<file path="src/rtl/iob_cache_line_writeback_pkg.sv">
// iob_cache_line_writeback_pkg: default widths and FSM state encoding for the line write-back channel
package iob_cache_line_writeback_pkg;
  localparam int IOB_CACHE_ADDR_W = 24;
  localparam int IOB_CACHE_DATA_W = 32;
  localparam int IOB_CACHE_BE_ADDR_W = 24;
  localparam int IOB_CACHE_BE_DATA_W = 32;
  localparam int IOB_CACHE_WORD_OFFSET_W = 3;
  typedef enum logic [2:0] {
    IDLE    = 3'd0,
    READ    = 3'd1,
    CAPTURE = 3'd2,
    SEND    = 3'd3,
    DONE    = 3'd4
  } wb_state_t;
endpackage

</file>
<file path="src/rtl/iob_cache_line_writeback_if.sv">
// iob_cache_line_writeback_if: back-end native write port (valid/ack handshake)
interface iob_cache_line_writeback_if #(
  parameter int ADDR_W = 24,
  parameter int DATA_W = 32
);
  localparam int NBYTES = DATA_W / 8;
  logic              valid;
  logic [ADDR_W-1:0] addr;
  logic [DATA_W-1:0] wdata;
  logic [NBYTES-1:0] wstrb;
  logic              ack;
  modport master (output valid, addr, wdata, wstrb, input ack);
  modport slave (input valid, addr, wdata, wstrb, output ack);
endinterface

</file>
<file path="src/rtl/iob_cache_line_writeback.sv">
// iob_cache_line_writeback: streams an evicted dirty line from data memory to the back-end write port
module iob_cache_line_writeback
  import iob_cache_line_writeback_pkg::*;
#(
  parameter int FE_ADDR_W = IOB_CACHE_ADDR_W,
  parameter int FE_DATA_W = IOB_CACHE_DATA_W,
  parameter int BE_ADDR_W = IOB_CACHE_BE_ADDR_W,
  parameter int BE_DATA_W = IOB_CACHE_BE_DATA_W,
  parameter int WORD_OFFSET_W = IOB_CACHE_WORD_OFFSET_W,
  localparam int BE_NBYTES = BE_DATA_W / 8,
  localparam int BE_NBYTES_W = $clog2(BE_NBYTES),
  localparam int LINE2BE_W = WORD_OFFSET_W - $clog2(BE_DATA_W / FE_DATA_W),
  localparam int CNT_W = (LINE2BE_W > 0) ? LINE2BE_W : 1,
  localparam int LINE_ADDR_W = FE_ADDR_W - (BE_NBYTES_W + LINE2BE_W)
) (
  input  logic                   clk_i,
  input  logic                   reset_i,
  input  logic                   wb_valid_i,
  input  logic [LINE_ADDR_W-1:0] wb_addr_i,
  output logic                   wb_ready_o,
  output logic                   wb_done_o,
  output logic                   line_rd_en_o,
  output logic [CNT_W-1:0]       line_rd_addr_o,
  input  logic [BE_DATA_W-1:0]   line_rdata_i,
  iob_cache_line_writeback_if.master be
);
  wb_state_t state;
  logic [CNT_W-1:0] cnt;
  logic [LINE_ADDR_W-1:0] addr_q;
  logic [BE_DATA_W-1:0] wdata_q;
  logic last;
  // in the single-beat build cnt never leaves 0, so the read address is constant 0
  assign last = (LINE2BE_W == 0) || (&cnt);
  assign line_rd_addr_o = cnt;
  assign be.wdata = wdata_q;
  if (LINE2BE_W > 0) begin : g_multi
    assign be.addr = BE_ADDR_W'({addr_q, cnt, {BE_NBYTES_W{1'b0}}});
  end else begin : g_single
    assign be.addr = BE_ADDR_W'({addr_q, {BE_NBYTES_W{1'b0}}});
  end
  // write-back sequencer: READ issues the memory read, CAPTURE latches it, SEND holds it until ack
  always_ff @(posedge clk_i or posedge reset_i) begin
    if (reset_i) begin
      state <= IDLE;
      cnt <= '0;
      addr_q <= '0;
      wdata_q <= '0;
      wb_ready_o <= 1'b1;
      wb_done_o <= 1'b0;
      line_rd_en_o <= 1'b0;
      be.valid <= 1'b0;
      be.wstrb <= '0;
    end else begin
      case (state)
        IDLE: if (wb_valid_i) begin
          addr_q <= wb_addr_i;
          cnt <= '0;
          wb_ready_o <= 1'b0;
          line_rd_en_o <= 1'b1;
          state <= READ;
        end
        READ: begin
          line_rd_en_o <= 1'b0;
          state <= CAPTURE;
        end
        CAPTURE: begin
          wdata_q <= line_rdata_i;
          be.valid <= 1'b1;
          be.wstrb <= '1;
          state <= SEND;
        end
        SEND: if (be.ack) begin
          be.valid <= 1'b0;
          be.wstrb <= '0;
          if (last) begin
            cnt <= '0;
            wb_done_o <= 1'b1;
            state <= DONE;
          end else begin
            cnt <= cnt + 1'b1;
            line_rd_en_o <= 1'b1;
            state <= READ;
          end
        end
        DONE: begin
          wb_done_o <= 1'b0;
          wb_ready_o <= 1'b1;
          state <= IDLE;
        end
        default: begin
          wb_done_o <= 1'b0;
          line_rd_en_o <= 1'b0;
          be.valid <= 1'b0;
          be.wstrb <= '0;
          wb_ready_o <= 1'b1;
          state <= IDLE;
        end
      endcase
    end
  end
endmodule
</file>
<file path="src/flat_wrapper.sv">
// flat-port wrapper written by rule: the top's interface ports become plain ports
module iob_cache_line_writeback_flat import iob_cache_line_writeback_pkg::*;
#(
  parameter int FE_ADDR_W = IOB_CACHE_ADDR_W,
  parameter int FE_DATA_W = IOB_CACHE_DATA_W,
  parameter int BE_ADDR_W = IOB_CACHE_BE_ADDR_W,
  parameter int BE_DATA_W = IOB_CACHE_BE_DATA_W,
  parameter int WORD_OFFSET_W = IOB_CACHE_WORD_OFFSET_W,
  localparam int BE_NBYTES = BE_DATA_W / 8,
  localparam int BE_NBYTES_W = $clog2(BE_NBYTES),
  localparam int LINE2BE_W = WORD_OFFSET_W - $clog2(BE_DATA_W / FE_DATA_W),
  localparam int CNT_W = (LINE2BE_W > 0) ? LINE2BE_W : 1,
  localparam int LINE_ADDR_W = FE_ADDR_W - (BE_NBYTES_W + LINE2BE_W)
)
  (clk_i, reset_i, wb_valid_i, wb_addr_i, wb_ready_o, wb_done_o, line_rd_en_o, line_rd_addr_o, line_rdata_i, be_valid, be_addr, be_wdata, be_wstrb, be_ack);
  iob_cache_line_writeback_if be_i ();
  input  logic clk_i;
  input  logic reset_i;
  input  logic wb_valid_i;
  input  logic [LINE_ADDR_W-1:0] wb_addr_i;
  output logic wb_ready_o;
  output logic wb_done_o;
  output logic line_rd_en_o;
  output logic [CNT_W-1:0] line_rd_addr_o;
  input  logic [BE_DATA_W-1:0] line_rdata_i;
  output wire logic [$bits(be_i.valid)-1:0] be_valid;
  output wire logic [$bits(be_i.addr)-1:0] be_addr;
  output wire logic [$bits(be_i.wdata)-1:0] be_wdata;
  output wire logic [$bits(be_i.wstrb)-1:0] be_wstrb;
  input wire logic [$bits(be_i.ack)-1:0] be_ack;
  assign be_valid = be_i.valid;
  assign be_addr = be_i.addr;
  assign be_wdata = be_i.wdata;
  assign be_wstrb = be_i.wstrb;
  assign be_i.ack = be_ack;
  iob_cache_line_writeback #(.FE_ADDR_W(FE_ADDR_W), .FE_DATA_W(FE_DATA_W), .BE_ADDR_W(BE_ADDR_W), .BE_DATA_W(BE_DATA_W), .WORD_OFFSET_W(WORD_OFFSET_W)) u_core (.clk_i(clk_i), .reset_i(reset_i), .wb_valid_i(wb_valid_i), .wb_addr_i(wb_addr_i), .wb_ready_o(wb_ready_o), .wb_done_o(wb_done_o), .line_rd_en_o(line_rd_en_o), .line_rd_addr_o(line_rd_addr_o), .line_rdata_i(line_rdata_i), .be(be_i));
endmodule
</file>
<file path="config.mk">
export PLATFORM = sky130hd
export DESIGN_NAME = iob_cache_line_writeback_flat
export DESIGN_NICKNAME = d
export VERILOG_FILES = /design/src/rtl/iob_cache_line_writeback_pkg.sv /design/src/rtl/iob_cache_line_writeback_if.sv /design/src/rtl/iob_cache_line_writeback.sv /design/src/flat_wrapper.sv
export SDC_FILE = /design/constraint.sdc
export NUM_CORES = 1
export LEC_CHECK = 0
export ABC_AREA = 1
export BUFFER_PORTS_ARGS = -buffer_cell sky130_fd_sc_hd__buf_2
export CORE_MARGIN = 2
export CORE_UTILIZATION = 45
export DETAILED_ROUTE_END_ITERATION = 10
export GPL_ROUTABILITY_DRIVEN = 1
export PLACE_DENSITY = 0.75
export SETUP_SLACK_MARGIN = 0.05
export SYNTH_ARGS = -nofsm -noshare
export SYNTH_HDL_FRONTEND = slang
export SYNTH_SLANG_ARGS = --single-unit
export TNS_END_PERCENT = 30
</file>
<file path="constraint.sdc">
create_clock -name clk_i -period 2.75 [get_ports clk_i]
set_clock_uncertainty 0.1 [all_clocks]
set_input_delay 0.55 -clock clk_i [delete_from_list [all_inputs] [get_ports clk_i]]
set_output_delay 0.55 -clock clk_i [all_outputs]
set_load 0.01 [all_outputs]
</file>
Yosys cells after proc, flatten, opt, wreduce, memory -nomap -nowiden
Index checks and enable logic that the tools add are counted.
- register bits: 65
- input port bits: 55
- muxes and demuxes: 21
- $add $sub $neg: 1
- equal/unequal tests: 8
- bitwise gates (word level): 4
- reductions and logical operators: 14
- operators with widths (kind ; count):
    $mux W3 ; 6
    $pmux W3 S4 ; 1
    $pmux W4 S3 ; 1
    $reduce_and A3 Y1 ; 3
    $reduce_or A3 Y1 ; 3
    $reduce_and A2 Y1 ; 4
    $mux W1 ; 7
    $eq A3 B2 Y1 const B ; 2
    $ne A2 B2 Y1 const B ; 3
    $pmux W1 S3 ; 2
    $pmux W3 S2 ; 1
    $mux W4 ; 1
    $not A1 Y1 ; 4
    $pmux W1 S2 ; 2
    $reduce_and A4 Y1 ; 1
    $add A3 B1 Y3 const B ; 1
    $eq A3 B1 Y1 const B ; 1
    $eq A3 B3 Y1 const B ; 1
    $logic_not A3 Y1 ; 1
    $ne A2 B1 Y1 const B ; 1
    $reduce_bool A2 Y1 ; 1
    $reduce_or A2 Y1 ; 1

Logic depth before layout (Yosys ltp)
Gate-level depths: netlist of run 1.
- depth in word-level cells: 4
- mapped depth: 8
- mapped depth without buffers: 8

Worst setup path after synthesis of run 1
No wires, ideal clock.
- kind: flip-flop to flip-flop
- from: reg u_core.cnt[0], in the netlist u_core.line_rd_addr_o[0]
- to: reg u_core.line_rd_en_o
- path buffers: 0
- data arrival time: 1.176 ns
- cell stages (with the launch flop): 9
- setup time: 0.117 ns
- path slack: 1.357 ns
- cell sequence: dfrtp_1 > ha_1 > ha_1 > inv_1 > nor2_1 > nor2_1 > nand2_1 > nand2_1 > nand2_1
- cells in the longest elaborated chain, start to end: 3
- RTL lines (what ; RTL line ; RTL):
    start: declaration ; iob_cache_line_writeback.sv:28 ; logic [CNT_W-1:0] cnt;
    start signal: assignment ; iob_cache_line_writeback.sv:80 ; cnt <= cnt + 1'b1;
    $reduce_and A3 Y1 ; iob_cache_line_writeback.sv:33 ; assign last = (LINE2BE_W == 0) || (&cnt);
    $ne A2 B2 Y1 (no line) ; n/a ;
    $reduce_and A4 Y1 (no line) ; n/a ;
    end signal: assignment ; iob_cache_line_writeback.sv:50 ; line_rd_en_o <= 1'b0;
    end signal: assignment ; iob_cache_line_writeback.sv:59 ; line_rd_en_o <= 1'b1;
    end signal: assignment ; iob_cache_line_writeback.sv:63 ; line_rd_en_o <= 1'b0;
    end: declaration ; iob_cache_line_writeback.sv:22 ; output logic line_rd_en_o,
Every way passes these cells.
A chain may end at the register's enable or synchronous reset.

Final worst setup path of run 1
- from: reg u_core.state[2]
- to: reg u_core.wdata_q[13], in the netlist u_core.be.wdata[13]
- cells in the longest elaborated chain, start to end: 1
- RTL lines (what ; RTL line ; RTL):
    start: declaration ; iob_cache_line_writeback.sv:27 ; wb_state_t state;
    start signal: assignment ; iob_cache_line_writeback.sv:44 ; state <= IDLE;
    start signal: assignment ; iob_cache_line_writeback.sv:60 ; state <= READ;
    start signal: assignment ; iob_cache_line_writeback.sv:64 ; state <= CAPTURE;
    $eq A3 B2 Y1 ; iob_cache_line_writeback.sv:54 ; case (state)
    end signal: assignment ; iob_cache_line_writeback.sv:67 ; wdata_q <= line_rdata_i;
    end: declaration ; iob_cache_line_writeback.sv:30 ; logic [BE_DATA_W-1:0] wdata_q;
Every way passes these cells.

==> flow_metrics.tcl, run 1 <==
set metrics [dict create \
    fin_crit_ns 1.80 \
    ff2ff_path_depth 3 \
    drtIter0Drc 60 \
    die_area_um2 6550 \
    synth-main-ff-cell "dfrtp_1" \
    drive_gt1_share_pct 51.4 \
    leakage_nw 1.97 \
    status "finished, final reports clean" \
    seq_area_frac_synth_pct 57.3 \
    start_util_pct 45.8 \
    hold_viol_final 0 \
    synth_async_sr_flop_share_pct 100 \
    start_kind "flop" \
    max_freq_mhz 557 \
    end_kind "flop" \
    cts.sinks 61 \
    ctsLongestPathBuffers 2 \
    r2r_start "u_core.state[2]$_DFFE_PP0P_" \
    fin_crit_sh_pct 65.3 \
    cap_violations 0 \
    syn_inst 224 \
    vias 1877 \
    cts_tree "done" \
    synth-seq-cells 61 \
    fin_area_um2 3410 \
    cts_resized 0 \
    grt_pass1_wl_um 8010 \
    drc 0 \
    num_antenna_cells 0 \
    grt_usage_pct 16.6 \
    yosys.area.top_type "dfrtp_1" \
    antenna_found_initial 0 \
    syn-cell-area_um2 2670 \
    holdBufCountCts 0 \
    rsz0062_at_grt "no" \
    grt_max_degree 40 \
    die_w_um 81.0 \
    finalSetupViolCount 0 \
    rows 28 \
    insertion_delay_ns 0.33 \
    reg2reg_slack_ns 0.95 \
    hpwl_um 3700 \
    fin_nets 398 \
    ys_warn_count 0 \
    critPathKind "reg -> reg" \
    gr-total-overflow 0 \
    synth_edf_count 0 \
    synth_top_area_share_pct 56.3 \
    ios 122 \
    power.density_nw_per_um2 1240 \
    finalMaxSlewViolations 0 \
    core_area_um2 5820 \
    netlist_top_cells_area "dfrtp_1 56%, mux2_4 16%, nand2_1 5.4%, o21ai_0 3.9%, inv_1 3.8%" \
    area_delta_synth_final_pct 27.9 \
    peakVddDrop_mv 0.522 \
    htreeDepth 3 \
    drtPass1Iterations 4 \
    cts_setup_buffers 0 \
    avgViaCountPerCell 4.46 \
    synth_cell_types 23 \
    die_h_um 81.0 \
    port_buffers 119 \
    slew_headroom_pct 56.9 \
    detail_route.wl_per_cell_um 12.1 \
    path_max_fanout 35 \
    routed_wl_um 5110 \
    ant_nets 0 \
    yosysMostFrequentCell "dfrtp_1" \
    synth.avg_cell_area_um2 11.9 \
    place_area_um2 3230 \
    clk_pin_slew_ns 0.07 \
    cp.required_ns 2.85 \
    synthTopCellsByCount "60 x dfrtp_1, 38 x nand2_1, 28 x mux2_4, 27 x inv_1, 21 x o21ai_0" \
    min_path_type "in -> async" \
    cts-root-buf "clkbuf_8" \
    setup_tns_ns 0 \
    worst_pin_slew_ns 0.647 \
    gp_congestion 0.826 \
    cts_buffers 9 \
    grt_pass1_vias 1693 \
    arrival_ns 1.90 \
    r2r-end "u_core.be.wdata[13]$_DFFE_PP0P_" \
]
==> area by class of cell <==
class                   count  area (um2)
multi-input cells         118         873
clock buffers              12         155
clock inverters             4        22.5
inverters                  30         113
well taps                  75        93.8
flip-flops and latches     61        1530
repair buffers            121         623
fillers                   534        2410
==> layer usage <==
metal / vias to the layer above / global-route usage [%] / share of wire (%)
met2: 61 / 24.4 / 46
met4: 0 / 8.14 / 1.3
li1: 941 / - / -
met3: 6 / 5.56 / 7.2
met1: 869 / 21.9 / 45
met5: - / 0 / 0
==> layout by cell type (no fill, tap or decap), drive strengths merged <==
cell type,count
o21ai,21
buf,121
clkbuf,12
inv,30
nand3,13
nand2,40
ha,2
dfstp,1
clkinvlp,1
nor3,1
nor2,6
conb,2
clkinv,3
mux2,32
dfrtp,60
a21oi,1
==> critical path, cell delays in order, from the launching register on <==
cell and delay (ns):
dfrtp_1 0.46, inv_2 0.12, nand3_4 0.49, mux2_4 0.49
==> flip-flops by register name (all words and copies together) (netlist names) <==
register,count
u_core.wb_ready_o,1
u_core.be.wstrb,1
u_core.line_rd_en_o,1
u_core.state,3
u_core.wb_done_o,1
u_core.line_rd_addr_o,3
u_core.addr_q,19
u_core.be.wdata,32
==> per-stage QoR <==
step	instances	power (mW)	utilization, %	worst slack (ns)	hold slack [ns]
5_1_grt	421	4.56	58.6	0.844	0.188
3_3_place_gp	405	3.49	55.6	0.983	0.363
4_1_cts	421	4.29	58.6	0.928	0.164
6_report	421	4.23	58.6	0.953	0.155
2_1_floorplan	225	3.03	-	0.589	0.404
3_5_place_dp	405	3.56	55.6	0.937	0.362
==> logic make-up (layout without fill, tap and decap cells) <==
| logic type | after synthesis | in the layout | share of synthesized area (%) |
|---|---|---|---|
| other | 1 | 2 | 0.141 |
| DFF | 61 | 61 | 57.3 |
| muxes | 32 | 32 | 17.5 |
| buffers and inverters | 46 | 167 | 10.0 |
| AOI/OAI and AO/OA | 22 | 22 | 4.13 |
| and+or+nand+nor | 60 | 60 | 9.95 |
| adders and majority gates | 2 | 2 | 0.939 |
==> worst max path at each step <==
| stage | start | endpoint | slack, ns | depth (start not counted) |
|---|---|---|---|---|
| after floorplan | reset_i | u_core.addr_q[0]$_DFFE_PP0P_ | 0.59 | 1 |
| after global placement | u_core.state[2]$_DFFE_PP0P_ | u_core.be.wdata[14]$_DFFE_PP0P_ | 0.98 | 3 |
| after detailed placement | u_core.state[2]$_DFFE_PP0P_ | u_core.be.wdata[21]$_DFFE_PP0P_ | 0.94 | 3 |
| after CTS | u_core.state[2]$_DFFE_PP0P_ | u_core.be.wdata[13]$_DFFE_PP0P_ | 0.93 | 3 |
| after global routing | u_core.state[2]$_DFFE_PP0P_ | u_core.be.wdata[26]$_DFFE_PP0P_ | 0.84 | 3 |
| final | u_core.state[2]$_DFFE_PP0P_ | u_core.be.wdata[13]$_DFFE_PP0P_ | 0.95 | 3 |
==> power breakdown <==
group | switching [mW] | internal (mW)
registers | 0.263 | 1.35
clock network | 0.330 | 0.371
logic | 0.931 | 0.984
Power figures use the tool's default switching activity.
==> run 2: changes to the inputs <==
- CORE_UTILIZATION: 45 -> 42
- PLACE_DENSITY: 0.75 -> 0.74
- clock period: 2.75 -> 1.5 ns (I/O delays scaled with it)
==> run 2 against run 1 <==
Final cell count grew 2.4%. Critical path type unchanged. Utilization down 1.2 points. Sequential share of layout area fell by 2.1 points. Largest power group unchanged. Maximum frequency grew 30%. Combinational power up 100%. Global-route usage down 1.3 points. Via count increased by 2.2%.
==> flow_metrics.tcl, run 2 (synthesis gave the netlist of run 1 again) <==
set metrics [dict create \
    avgViaCountPerCell 4.45 \
    crit_start "u_core.state[2]$_DFFE_PP0P_" \
    cap_violations 0 \
    grt_pass1_wl_um 8500 \
    cp.required_ns 1.61 \
    cts_buffers 9 \
    die_area_um2 7000 \
    end_kind "flop" \
    routed_wl_um 5280 \
    gp_congestion 0.736 \
    insertion_delay_ns 0.33 \
    path_max_fanout 10 \
    area_delta_synth_final_pct 34.3 \
    num_antenna_cells 0 \
    core_area_um2 6240 \
    multi_input_area_um2 902 \
    start_util_pct 42.7 \
    htreeDepth 3 \
    clk_pin_slew_ns 0.07 \
    ant_nets 0 \
    fillers 553 \
    worstHoldStart "line_rdata_i[19]" \
    ctsLongestPathBuffers 2 \
    ios 122 \
    finalSetupViolCount 0 \
    die_h_um 83.7 \
    start_kind "flop" \
    drive_gt1_share_pct 54.0 \
    cts_tree "done" \
    max_freq_mhz 722 \
    power.density_nw_per_um2 2290 \
    hpwl_um 3810 \
    peakVddDrop_mv 1.10 \
    largest_register_ffs 32 \
    antenna_found_initial 0 \
    grt_usage_pct 15.3 \
    min_path_type "in -> reg" \
    cp_slowest_cell "dfrtp_2" \
    fin_area_um2 3580 \
    rows 29 \
    arrival_ns 1.50 \
    path_cells "inv_2 > nand3_4 > clkbuf_16 > mux2_4" \
    crit_family "flip-flops" \
    drtIter0Drc 65 \
    port_buffers 119 \
    detail_route.wl_per_cell_um 12.2 \
    r2r_start "u_core.state[2]$_DFFE_PP0P_" \
    finalMaxSlewViolations 0 \
    crit_buf_inv 2 \
    critPathKind "reg -> reg" \
    setup_tns_ns 0 \
    grt_max_degree 40 \
    fin_crit_sh_pct 92.4 \
    fin_crit_ns 1.39 \
    drtPass1Iterations 5 \
    leakage_nw 2.02 \
    gr-total-overflow 0 \
    final_common_cell "buf_2" \
    grt_pass1_vias 1859 \
    ff_latch_area_um2 1530 \
    cts-root-buf "clkbuf_8" \
    vias 1919 \
    die_w_um 83.7 \
    rsz0062_at_grt "yes" \
    mostFrequentLayoutCells "119 x buf_2, 58 x dfrtp_1, 38 x nand2_1" \
    max_stage_delay_ns 0.45 \
    status "finished, final reports clean" \
    hold_viol_final 0 \
    cts.sinks 61 \
    place_area_um2 3310 \
    drc 0 \
    fin_nets 406 \
]
-- run 2: cell types whose count changed in the layout (fill, tap and decap cells not counted), moves of 2 or more --
cell and delta:
buf_12 +3, buf_4 +3, nor2_2 -2, dfrtp_2 +2, clkinvlp_4 +2, clkbuf_8 -2, nor2_4 +2, ha_1 -2
dfrtp_1 -2
-- run 2: power by group --
group	switching (mW)	total [mW]	internal, mW
Sequential	0.483	2.96	2.47
Combinational	1.81	3.84	2.03
Clock	0.635	1.40	0.764
-- run 2: final cells by class --
cell class              instances  share of cell area, %
repair buffers                129                   20.7
clock inverters                 6                   1.78
clock buffers                  10                   3.57
well taps                      77                   2.69
multi-input cells             118                   25.2
inverters                      30                   3.32
flip-flops and latches         61                   42.7
-- run 2: timing repair --
action                     CTS  global route
setup buffers                0             1
setup endpoints to repair    0            22
hold buffers                 1             0
gates resized for setup      0            11
hold endpoints to repair    10             0
-- run 2: worst paths after layout --
kind / end / slack, ns / depth (start not counted)
max: u_core.be.wdata[6]$_DFFE_PP0P_ / 0.11 / 4
min: u_core.be.wdata[19]$_DFFE_PP0P_ / 0.09 / 2
max reg2reg: u_core.be.wdata[6]$_DFFE_PP0P_ / 0.11 / 4
min reg2reg: u_core.addr_q[18]$_DFFE_PP0P_ / 0.38 / 2
max in group asynchronous: u_core.line_rd_addr_o[2]$_DFFE_PP0P_ / 0.44 / 4
min in group asynchronous: u_core.addr_q[18]$_DFFE_PP0P_ / 0.40 / 3
-- run 2: stage by stage --
| stage | power (mW) | setup slack (ns) | cells | hold slack [ns] | utilization [%] |
|---|---|---|---|---|---|
| floorplan | 5.56 | 0.107 | 225 | 0.312 | - |
| global placement | 6.57 | 0.110 | 412 | 0.183 | 53.1 |
| detailed placement | 6.67 | 0.0689 | 412 | 0.192 | 53.1 |
| CTS | 8.12 | 0.0546 | 429 | 0.0802 | 56.3 |
| global route | 8.79 | 0.0502 | 431 | 0.0837 | 57.4 |
| finish | 8.19 | 0.114 | 431 | 0.0927 | 57.4 |
-- run 2: per-layer routing --
layer	vias to the layer above	track usage (%)	wire length, um
met4	0	7.04	99
li1	959	-	-
met2	68	24.4	2560
met1	881	19.5	2270
met5	-	0	0
met3	11	3.96	353
==> run 3: changes to the inputs <==
- ABC_AREA: 1 -> default
- CORE_UTILIZATION: 42 -> 41
- PLACE_DENSITY: 0.74 -> 0.73
==> run 3 against run 2 <==
The flow now finishes with violations (negative setup slack). Setup slack worse by 0.18 ns. Flip-flop and latch count stayed put. Sequential power hardly changed. Via count is 4.8% lower. Critical path depth stayed put. Clock power is 7% lower. Final cell count is 10% lower. Total power is 1.5% lower. Utilization is 6.3 points higher. Combinational power hardly changed. Synthesized area is 5.9% lower. Largest cell class unchanged.
==> flow_metrics.tcl, run 3 <==
set metrics [dict create \
    drtIter0Drc 42 \
    end_kind "flop" \
    syn-cell-area_um2 2510 \
    insertion_delay_ns 0.32 \
    grt_max_degree 23 \
    mostFrequentLayoutCells "119 x buf_2, 58 x dfrtp_1, 46 x mux2_4" \
    worstHoldPathCells 2 \
    p_int_mw 5.50 \
    die_h_um 82.2 \
    largest_register_ffs 32 \
    ctsLongestPathBuffers 2 \
    holdPathEnd "u_core.be.wdata[12]$_DFFE_PP0P_" \
    failed_checks "negative setup slack" \
    synth-seq-cells 61 \
    die_w_um 82.2 \
    clk_pin_slew_ns 0.07 \
    peakVddDrop_mv 1.14 \
    ant_nets 0 \
    hold_ws_ns 0.0983 \
    synth_async_sr_flop_share_pct 100 \
    synth.avg_cell_area_um2 14.9 \
    synth-main-ff-cell "dfrtp_1" \
    finalMaxSlewViolations 0 \
    synth_cell_types 27 \
    comb_power_share_pct 47.3 \
    antenna_found_initial 0 \
    htreeDepth 3 \
    worstHoldStart "line_rdata_i[12]" \
    start_kind "flop" \
    crit_family "flip-flops" \
    fin_crit_ns 1.56 \
    max_freq_mhz 639 \
    reg2reg_slack_ns -0.06 \
    synth_top_area_share_pct 59.9 \
    start_util_pct 42.4 \
    final_common_cell "buf_2" \
    ys_warn_count 0 \
    drtPass1Iterations 3 \
    r2r_start "u_core.state[0]$_DFFE_PP0P_" \
    synth_edf_count 0 \
    design_power_total_mw 8.07 \
    finalSetupViolCount 31 \
    yosysMostFrequentCell "dfrtp_1" \
    vias 1827 \
    rows 28 \
    max_stage_delay_ns 0.44 \
    path_max_fanout 5 \
    core_area_um2 5920 \
    synthTopCellsByCount "60 x dfrtp_1, 50 x mux2_2, 14 x buf_4, 5 x nor2_1, 4 x nand2_1" \
    cp.required_ns 1.61 \
    cts_buffers 9 \
    num_antenna_cells 0 \
    cap_violations 0 \
    hpwl_um 3940 \
    utilization_pct 63.7 \
    sw_frac_of_total_pct 31.9 \
    routed_wl_um 5610 \
    detail_route.wl_per_cell_um 14.5 \
    fin_nets 365 \
    netlist_top_cells_area "dfrtp_1 60%, mux2_2 22%, buf_4 4.2%, buf_6 1.3%, dfstp_2 1.0%" \
    r2r-end "u_core.addr_q[3]$_DFFE_PP0P_" \
    setup_slack_ns -0.0646 \
    arrival_ns 1.68 \
    ios 122 \
    area_delta_synth_final_pct 50.3 \
    seq_area_frac_synth_pct 60.9 \
    gp_congestion 0.788 \
    cp_slowest_cell "dfrtp_2" \
    min_path_type "in -> reg" \
    status "finished with violations" \
    leakage_nw 1.94 \
    power.density_nw_per_um2 2140 \
    critPathKind "reg -> reg" \
    gr-total-overflow 0 \
    drive_gt1_share_pct 70.2 \
    seq_power_share_pct 36.5 \
    path_cells "nor4b_4 > buf_6 > clkbuf_16 > mux2_4" \
    grt_pass1_vias 1651 \
    ff2ff_path_depth 4 \
    p_sw_mw 2.57 \
    avgViaCountPerCell 4.72 \
    syn_inst 168 \
    hold_viol_final 0 \
    yosys.area.top_type "dfrtp_1" \
    fin_crit_sh_pct 104 \
    cts_tree "done" \
    drc 0 \
    grt_pass1_wl_um 7810 \
    crit_buf_inv 2 \
    port_buffers 119 \
    rsz0062_at_grt "yes" \
    cts-root-buf "clkbuf_8" \
    pwr-share-clk_pct 16.2 \
    die_area_um2 6760 \
    cts.sinks 61 \
    grt_usage_pct 15.6 \
]
[run 3: changes by cell type after synthesis, sizes merged, moves of 2 or more]
cell,change
clkbuf,-3
nand3,-11
a22o,+3
buf,+4
inv,-27
nand2,-36
nor2b,+3
nor4b,+2
mux2,+20
o21ai,-19
[run 3: cell type report]
cell class | instances | area (um2)
Timing Repair Buffer | 145 | 916
Clock buffer | 14 | 173
Clock inverter | 1 | 5.00
Sequential cell | 61 | 1530
Inverter | 3 | 15.0
Multi-Input combinational cell | 88 | 1040
Tap cell | 75 | 93.8
Fill cell | 470 | 2150
[run 3: how the worst max path moves through the flow]
| stage | cells past startpoint | start | slack, ns | endpoint |
|---|---|---|---|---|
| finish | 4 | u_core.state[0]$_DFFE_PP0P_ | -0.06 | u_core.addr_q[3]$_DFFE_PP0P_ |
| CTS | 4 | u_core.state[1]$_DFFE_PP0P_ | -0.08 | u_core.addr_q[7]$_DFFE_PP0P_ |
| global placement | 3 | u_core.state[0]$_DFFE_PP0P_ | -0.1 | u_core.addr_q[13]$_DFFE_PP0P_ |
| detailed placement | 3 | u_core.state[0]$_DFFE_PP0P_ | -0.11 | u_core.addr_q[14]$_DFFE_PP0P_ |
| global route | 4 | u_core.state[0]$_DFFE_PP0P_ | -0.1 | u_core.addr_q[15]$_DFFE_PP0P_ |
| floorplan | 5 | u_core.line_rd_addr_o[0]$_DFFE_PP0P_ | -0.07 | u_core.line_rd_addr_o[0]$_DFFE_PP0P_ |
[run 3: metrics by stage]
stage	cells	TNS, ns	cell area (um2)	setup WS [ns]
global placement	363	-3.03	3220	-0.0987
CTS	382	-2.75	3500	-0.0759
global route	387	-2.86	3770	-0.0994
floorplan	169	-0.676	2520	-0.0677
finish	387	-1.12	3770	-0.0646
detailed placement	363	-4.80	3220	-0.110
[run 3: worst register-to-register path: cells and delay by family, from the launching register on]
family,cells,cell delay [ns]
flip-flops,1,0.44
multiplexers,1,0.29
buffers and inverters,2,0.32
AND/OR/NAND/NOR,1,0.29
[run 3: logic make-up (layout without fill, tap and decap cells)]
family / count (synthesis) / after routing / synth area share, %
flops: 61 / 61 / 60.9
mux: 52 / 52 / 23.3
simple gates: 22 / 22 / 5.79
buf+inv: 20 / 163 / 5.98
compound gates: 10 / 10 / 2.84
fa+ha+maj: 2 / 2 / 0.997
other cells: 1 / 2 / 0.149
[run 3: power by group through the flow]
stage	Combinational [mW]	Clock [mW]	Sequential (mW)
after floorplan	1.53	0	3.28
after global placement	2.97	0	2.88
after detailed placement	3.05	0	2.93
after CTS	3.22	1.34	2.92
after global routing	4.12	1.43	3.05
final	3.82	1.30	2.95
[run 3: repair_timing]
action / CTS / global route
hold buffers: 1 / 0
setup buffers: 2 / 2
pin swaps: 2 / 5
gates cloned: 1 / 3
setup endpoints to repair: 54 / 54
hold endpoints to repair: 9 / 0
resized for setup: 21 / 52
[run 3: routing by layer]
metal	routed length, um	vias up	global-route usage [%]
li1	-	854	-
met1	2390	898	20.3
met2	2800	67	24.0
met3	352	8	4.57
met4	72	0	7.50
met5	0	-	0
